==> src/rtl/alu_mul_seq.sv <==
// alu_mul_seq: sequential 8x8->16 unsigned multiplier built on repeated addition.
// It is the only master of an external alu. The alu result (alu_sout) is combinational.
// The alu flags (alu_cflag, alu_zflag) are registered on an alu_ena edge, so they are
// only consulted in the cycle after an issuing state.
// Optional feature: define ALU_MUL_SWAP_EN to add CMP/SWP states. These make the loop
// count min(a,b) instead of b.
module alu_mul_seq (
  input  logic        clk,
  input  logic        clrn,
  input  logic        start,
  input  logic [7:0]  a,
  input  logic [7:0]  b,
  output logic        busy,
  output logic        done,
  output logic [15:0] product,
  output logic [1:0]  alu_ctrl,
  output logic [7:0]  alu_ain,
  output logic [7:0]  alu_bin,
  output logic        alu_ena,
  input  logic [7:0]  alu_sout,
  input  logic        alu_cflag,
  input  logic        alu_zflag
);

  localparam logic [1:0] CtrlInc = 2'b00;
  localparam logic [1:0] CtrlDec = 2'b01;
  localparam logic [1:0] CtrlAdd = 2'b10;
  localparam logic [1:0] CtrlSub = 2'b11;

  typedef enum logic [3:0] {
    StIdle,
`ifdef ALU_MUL_SWAP_EN
    StCmp,
    StSwp,
`endif
    StTest,
    StChkz,
    StAddlo,
    StAddc,
    StInchi,
    StDec,
    StDone
  } state_e;

  state_e      state_q, state_d;
  logic [7:0]  mcand_q, mcand_d;
  logic [7:0]  cnt_q, cnt_d;
  logic [7:0]  acc_hi_q, acc_hi_d;
  logic [7:0]  acc_lo_q, acc_lo_d;
  logic [15:0] product_q, product_d;

  // State register; reset aborts any operation in flight.
  always_ff @(posedge clk or negedge clrn) begin
    if (!clrn) begin
      state_q <= StIdle;
    end else begin
      state_q <= state_d;
    end
  end

  // Next-state logic; flag tests happen one cycle after the issuing state.
  always_comb begin
    state_d = state_q;
    case (state_q)
      StIdle: begin
        if (start) begin
`ifdef ALU_MUL_SWAP_EN
          state_d = StCmp;
`else
          state_d = StTest;
`endif
        end
      end
`ifdef ALU_MUL_SWAP_EN
      StCmp:   state_d = StSwp;
      StSwp:   state_d = StTest;
`endif
      StTest:  state_d = StChkz;
      StChkz:  state_d = alu_zflag ? StDone : StAddlo;
      StAddlo: state_d = StAddc;
      StAddc:  state_d = alu_cflag ? StInchi : StDec;
      StInchi: state_d = StDec;
      StDec:   state_d = StChkz;
      StDone:  state_d = StIdle;
      default: state_d = StIdle;
    endcase
  end

  // Outputs and alu operand steering, decoded from the current state.
  always_comb begin
    busy     = (state_q != StIdle);
    done     = (state_q == StDone);
    alu_ctrl = CtrlInc;
    alu_ain  = 8'h00;
    alu_bin  = 8'h00;
    alu_ena  = 1'b0;
    case (state_q)
`ifdef ALU_MUL_SWAP_EN
      StCmp: begin
        // Borrow out of mcand - cnt means mcand < cnt.
        alu_ctrl = CtrlSub;
        alu_ain  = mcand_q;
        alu_bin  = cnt_q;
        alu_ena  = 1'b1;
      end
`endif
      StTest: begin
        // cnt + 0 sets zflag exactly when cnt == 0.
        alu_ctrl = CtrlAdd;
        alu_ain  = cnt_q;
        alu_ena  = 1'b1;
      end
      StAddlo: begin
        alu_ctrl = CtrlAdd;
        alu_ain  = acc_lo_q;
        alu_bin  = mcand_q;
        alu_ena  = 1'b1;
      end
      StInchi: begin
        alu_ctrl = CtrlInc;
        alu_ain  = acc_hi_q;
        alu_ena  = 1'b1;
      end
      StDec: begin
        alu_ctrl = CtrlDec;
        alu_ain  = cnt_q;
        alu_ena  = 1'b1;
      end
      default: ;
    endcase
  end

  // Datapath next-state: operand capture, accumulator updates and product latch.
  always_comb begin
    mcand_d   = mcand_q;
    cnt_d     = cnt_q;
    acc_hi_d  = acc_hi_q;
    acc_lo_d  = acc_lo_q;
    product_d = product_q;
    case (state_q)
      StIdle: begin
        if (start) begin
          mcand_d  = a;
          cnt_d    = b;
          acc_hi_d = 8'h00;
          acc_lo_d = 8'h00;
        end
      end
`ifdef ALU_MUL_SWAP_EN
      StSwp: begin
        if (alu_cflag) begin
          mcand_d = cnt_q;
          cnt_d   = mcand_q;
        end
      end
`endif
      StChkz: begin
        // Latch on entry to DONE so product is valid alongside the done pulse.
        if (alu_zflag) begin
          product_d = {acc_hi_q, acc_lo_q};
        end
      end
      StAddlo: acc_lo_d = alu_sout;
      StInchi: acc_hi_d = alu_sout;
      StDec:   cnt_d    = alu_sout;
      default: ;
    endcase
  end

  // Datapath registers.
  always_ff @(posedge clk or negedge clrn) begin
    if (!clrn) begin
      mcand_q   <= 8'h00;
      cnt_q     <= 8'h00;
      acc_hi_q  <= 8'h00;
      acc_lo_q  <= 8'h00;
      product_q <= 16'h0000;
    end else begin
      mcand_q   <= mcand_d;
      cnt_q     <= cnt_d;
      acc_hi_q  <= acc_hi_d;
      acc_lo_q  <= acc_lo_d;
      product_q <= product_d;
    end
  end

  assign product = product_q;

endmodule
==> config.mk <==
export PLATFORM = sky130hd
export DESIGN_NAME = alu_mul_seq
export DESIGN_NICKNAME = d
export VERILOG_FILES = /design/src/rtl/alu_mul_seq.sv
export SDC_FILE = /design/constraint.sdc
export NUM_CORES = 1
export LEC_CHECK = 0
export CORE_MARGIN = 1
export CORE_UTILIZATION = 49
export CTS_BUF_LIST = sky130_fd_sc_hd__clkbuf_8
export CTS_CLUSTER_DIAMETER = 200
export CTS_CLUSTER_SIZE = 14
export DETAILED_ROUTE_END_ITERATION = 12
export PLACE_DENSITY = 0.82
export REMOVE_ABC_BUFFERS = 1
export SLEW_MARGIN = 20
export SYNTH_ARGS = -nofsm -noshare
export SYNTH_HDL_FRONTEND = slang
export SYNTH_SLANG_ARGS = --single-unit
export TNS_END_PERCENT = 20
==> constraint.sdc <==
create_clock -name clk -period 1.9 [get_ports clk]
set_input_delay 0.475 -clock clk [delete_from_list [all_inputs] [get_ports clk]]
set_output_delay 0.475 -clock clk [all_outputs]
set_load 0.01 [all_outputs]
==> summary.md <==
| Metric | Value |
|---|---|
| Final WS setup | -0.132 ns |
| Final net count | ~310 |
| WP data arrival | around 1.6 ns |
| Failing checks | design-rule violations, negative setup slack |
| Setup TNS | -1.15 ns |
| DR iter-0 viols | between 100 and 150 |
| Slowest stage delay, CP | just under 0.5 ns |
| Area fraction of the dominant cell type after synthesis | 55.1% |
| Hpwl dp | between 3000 and 4000 um |
| Core area | about 4400 sq um |
| WL per Instance | ~18 um |
| Critical path class | flop to primary output |
| Max-cap viol count | 0 |
| Initial antenna violation count | 0 |
| Placed Instances | 315 |
| Post-Route WL | 6190 um |
| Warnings from Yosys | 0 |
| Quantity of I/O buffers inserted on ports | 65 |
| Antenna fix cells | 0 |
| CP Cell Sequence | and3b_2 > buf_6 > and2_1 > clkdlybuf4s15_1 |
| RSZ-0062 raised after global routing | yes |
| Layout area overhead | 47.9% |
| Seq/Total Area, Yosys | 55.1% |
| Worst min path class | input port to async pin |
| First-pass GRT wire length | 9330 um |
| Io pins | 66 |
| Mean Syn Cell Area | 12.5 sq um |
| Clock Tree Root | clkbuf_8 |
| Synth top area cells | dfrtp_1 55%, mux2_2 12%, mux2i_1 6.9%, a22o_1 6.0%, a22oi_1 2.6% |
| Final setup fails | 22 |
| Final hold vios | 0 |
| Peak supply drop | 873 uV |
| TritonCTS buffer count | 5 |
| Die W | 70.8 um |
| Worst Tran Pin Value | 0.458 ns |
| CP Capture Type | primary output |
| Drt first pass iters | 8 |
| Starting Density | between 50% and 60% |
| Full die area | 5010 sq um |
| DR vias | ~1.9k |
| Clock skew | ~0.0029 ns |
| Required @ worst endpoint | 1.42 ns |
| Clock Pin Slew Worst Setup and Hold Paths | 0.09 ns |
| Vias in the first global route | 1,828 |
| Worst-path fanout max | 7 |
| CTS tree | yes |
| Cells after Synth | 186 |
| Unique cell type count in the Yosys netlist | 26 |
| Post-route ant nets | 0 |
| Largest net degree at the start of global routing | 52 |
| Drt via density | 5.75 |
| Final period util | 107% |
| CP bufs+invs | 2 |
| DRC errors left | 9 |
| Reg2reg start | state_q[2]$_DFFE_PN0P_ |
| Cell Area, Synth | 2320 sq um |
| Achievable frequency | 0.492 GHz |
| Tmin final | between 2 and 2.5 ns |
| Critical path's slowest cell | dfrtp_2 |
| CP delay by family, top | flip-flops |
| Pwr per Cell Area | 1690 nW/um^2 |
| Depth of the CTS H-tree | 2 |
| Critical Path Source Type | flop |
| Yosys top cell by area | dfrtp_1 |
| Clk_lat worst skew | approximately 0.3 ns |
| GP Congestion | 0.779 |
| Status | finished, violations left |
| Slew margin rel. | 69.5% |
| Clock buffer depth | 2 |
| Layout cell share with drive strength beyond 1 | 38.9% |
| Die Span Y | 70.8 um |
| # rows | 24 |
| GRT Util Overall | 24.8% |
| Layout Cells excl Fill | 337 |
| Crit path launch | state_q[2]$_DFFE_PN0P_ |
| # clock sinks | 51 |
| Post-Route Utilization | 77.1% |
| P_leak | 1.60 nW |
| GRT overflow | 0 |
| Total Power | 5.81 mW |
| Slew Limit Fails | 0 |
| Synth Register Bits | 51 |
[worst paths after layout]
kind,end,slack (ns),cells after the start
setup reg to reg,cnt_q[6]$_DFFE_PN0P_,-0.03,8
hold / removal,mcand_q[6]$_DFFE_PN0P_,0.14,2
max in group asynchronous,state_q[1]$_DFFE_PN0P_,1.51,2
hold reg to reg,mcand_q[2]$_DFFE_PN0P_,0.51,1
min in group clk,mcand_q[2]$_DFFE_PN0P_,0.51,1
setup / recovery,alu_bin[3],-0.13,4
[Yosys cell counts (all sizes together)]
library cell	number
o22ai	8
or3	1
a21o	1
nand2	4
inv	3
a22o	16
a2bb2oi	1
a21oi	9
nor2b	3
mux2i	16
clkbuf	5
buf	7
mux2	24
nand3b	1
a211oi	1
and3b	2
nor2	14
a22oi	8
dfrtp	51
and3	1
and2	8
nor4b	2
[cells by family (layout without fill, tap and decap cells)]
kind of cell / count (synthesis) / in the layout / share of synthesized area, %
AOI/OAI and AO/OA: 44 / 44 / 13.8
buffers and inverters: 15 / 113 / 2.92
DFF: 51 / 51 / 55.1
and+or+nand+nor: 36 / 37 / 9.67
muxes: 40 / 40 / 18.6
[metrics by stage]
step | setup WS (ns) | hold WS (ns) | area [sq um]
after CTS | -0.235 | 0.154 | 3350
final | -0.132 | 0.143 | 3430
after global routing | -0.187 | 0.155 | 3430
after floorplan | -0.247 | 0.179 | 2260
after detailed placement | -0.164 | 0.488 | 3160
after global placement | -0.160 | 0.480 | 3160
[repair_timing]
action | 4_1_cts | 5_1_grt
pin swaps | 8 | 7
endpoints found under the setup margin | 21 | 31
cloned | 1 | 0
setup buffers | 8 | 6
hold buffers | 0 | 0
gates resized for setup | 76 | 32
[cells in the final DEF (no fill, tap or decap), types with 3 or more instances in the layout]
cell type	instances
nand2_1	4
and2_1	7
mux2_2	24
o22ai_1	6
nor2_1	12
clkdlybuf4s50_1	43
buf_6	9
dfrtp_1	48
mux2i_1	16
dfrtp_2	3
buf_4	27
buf_2	16
a22oi_2	8
a21oi_1	9
a22o_1	16
clkbuf_8	6
[worst reg2reg max path, delay by kind of cell, from the launching register on]
kind,cells,cell delay (ns)
buffers and inverters,5,0.83
flip-flops,1,0.49
AND/OR/NAND/NOR,1,0.22
multiplexers,1,0.18
AO/OA/AOI/OAI,1,0.09
[final cells by class]
| type | instances | area (sq um) |
|---|---|---|
| Fill cell | 287 | 1020 |
| Tap cell | 52 | 65.1 |
| Clock inverter | 2 | 35.0 |
| Multi-Input combinational cell | 121 | 1060 |
| Timing Repair Buffer | 102 | 892 |
| Clock buffer | 6 | 82.6 |
| Sequential cell | 51 | 1280 |
| Inverter | 3 | 11.3 |
[report_power, final]
group / internal [mW] / total [mW] / leakage, nW / switching, mW
logic: 1.70 / 3.05 / 0.908 / 1.34
clock network: 0.426 / 0.786 / 0.0612 / 0.359
registers: 1.58 / 1.97 / 0.635 / 0.399
[layer usage]
layer  part of all wire [%]  GRT usage (%)  routed length [um]
met1                     44           33.1                2720
met2                     48           40.4                2980
met3                    6.3           6.41                 389
met4                    1.7           6.89                 103
met5                      0              0                   0
[sequential cells by signal, indices dropped and copies added (netlist names)]
register and flops:
acc_hi_q 8, mcand_q 8, cnt_q 8, acc_lo_q 8, product 16, state_q 3
(Power assumes the default switching activity.)
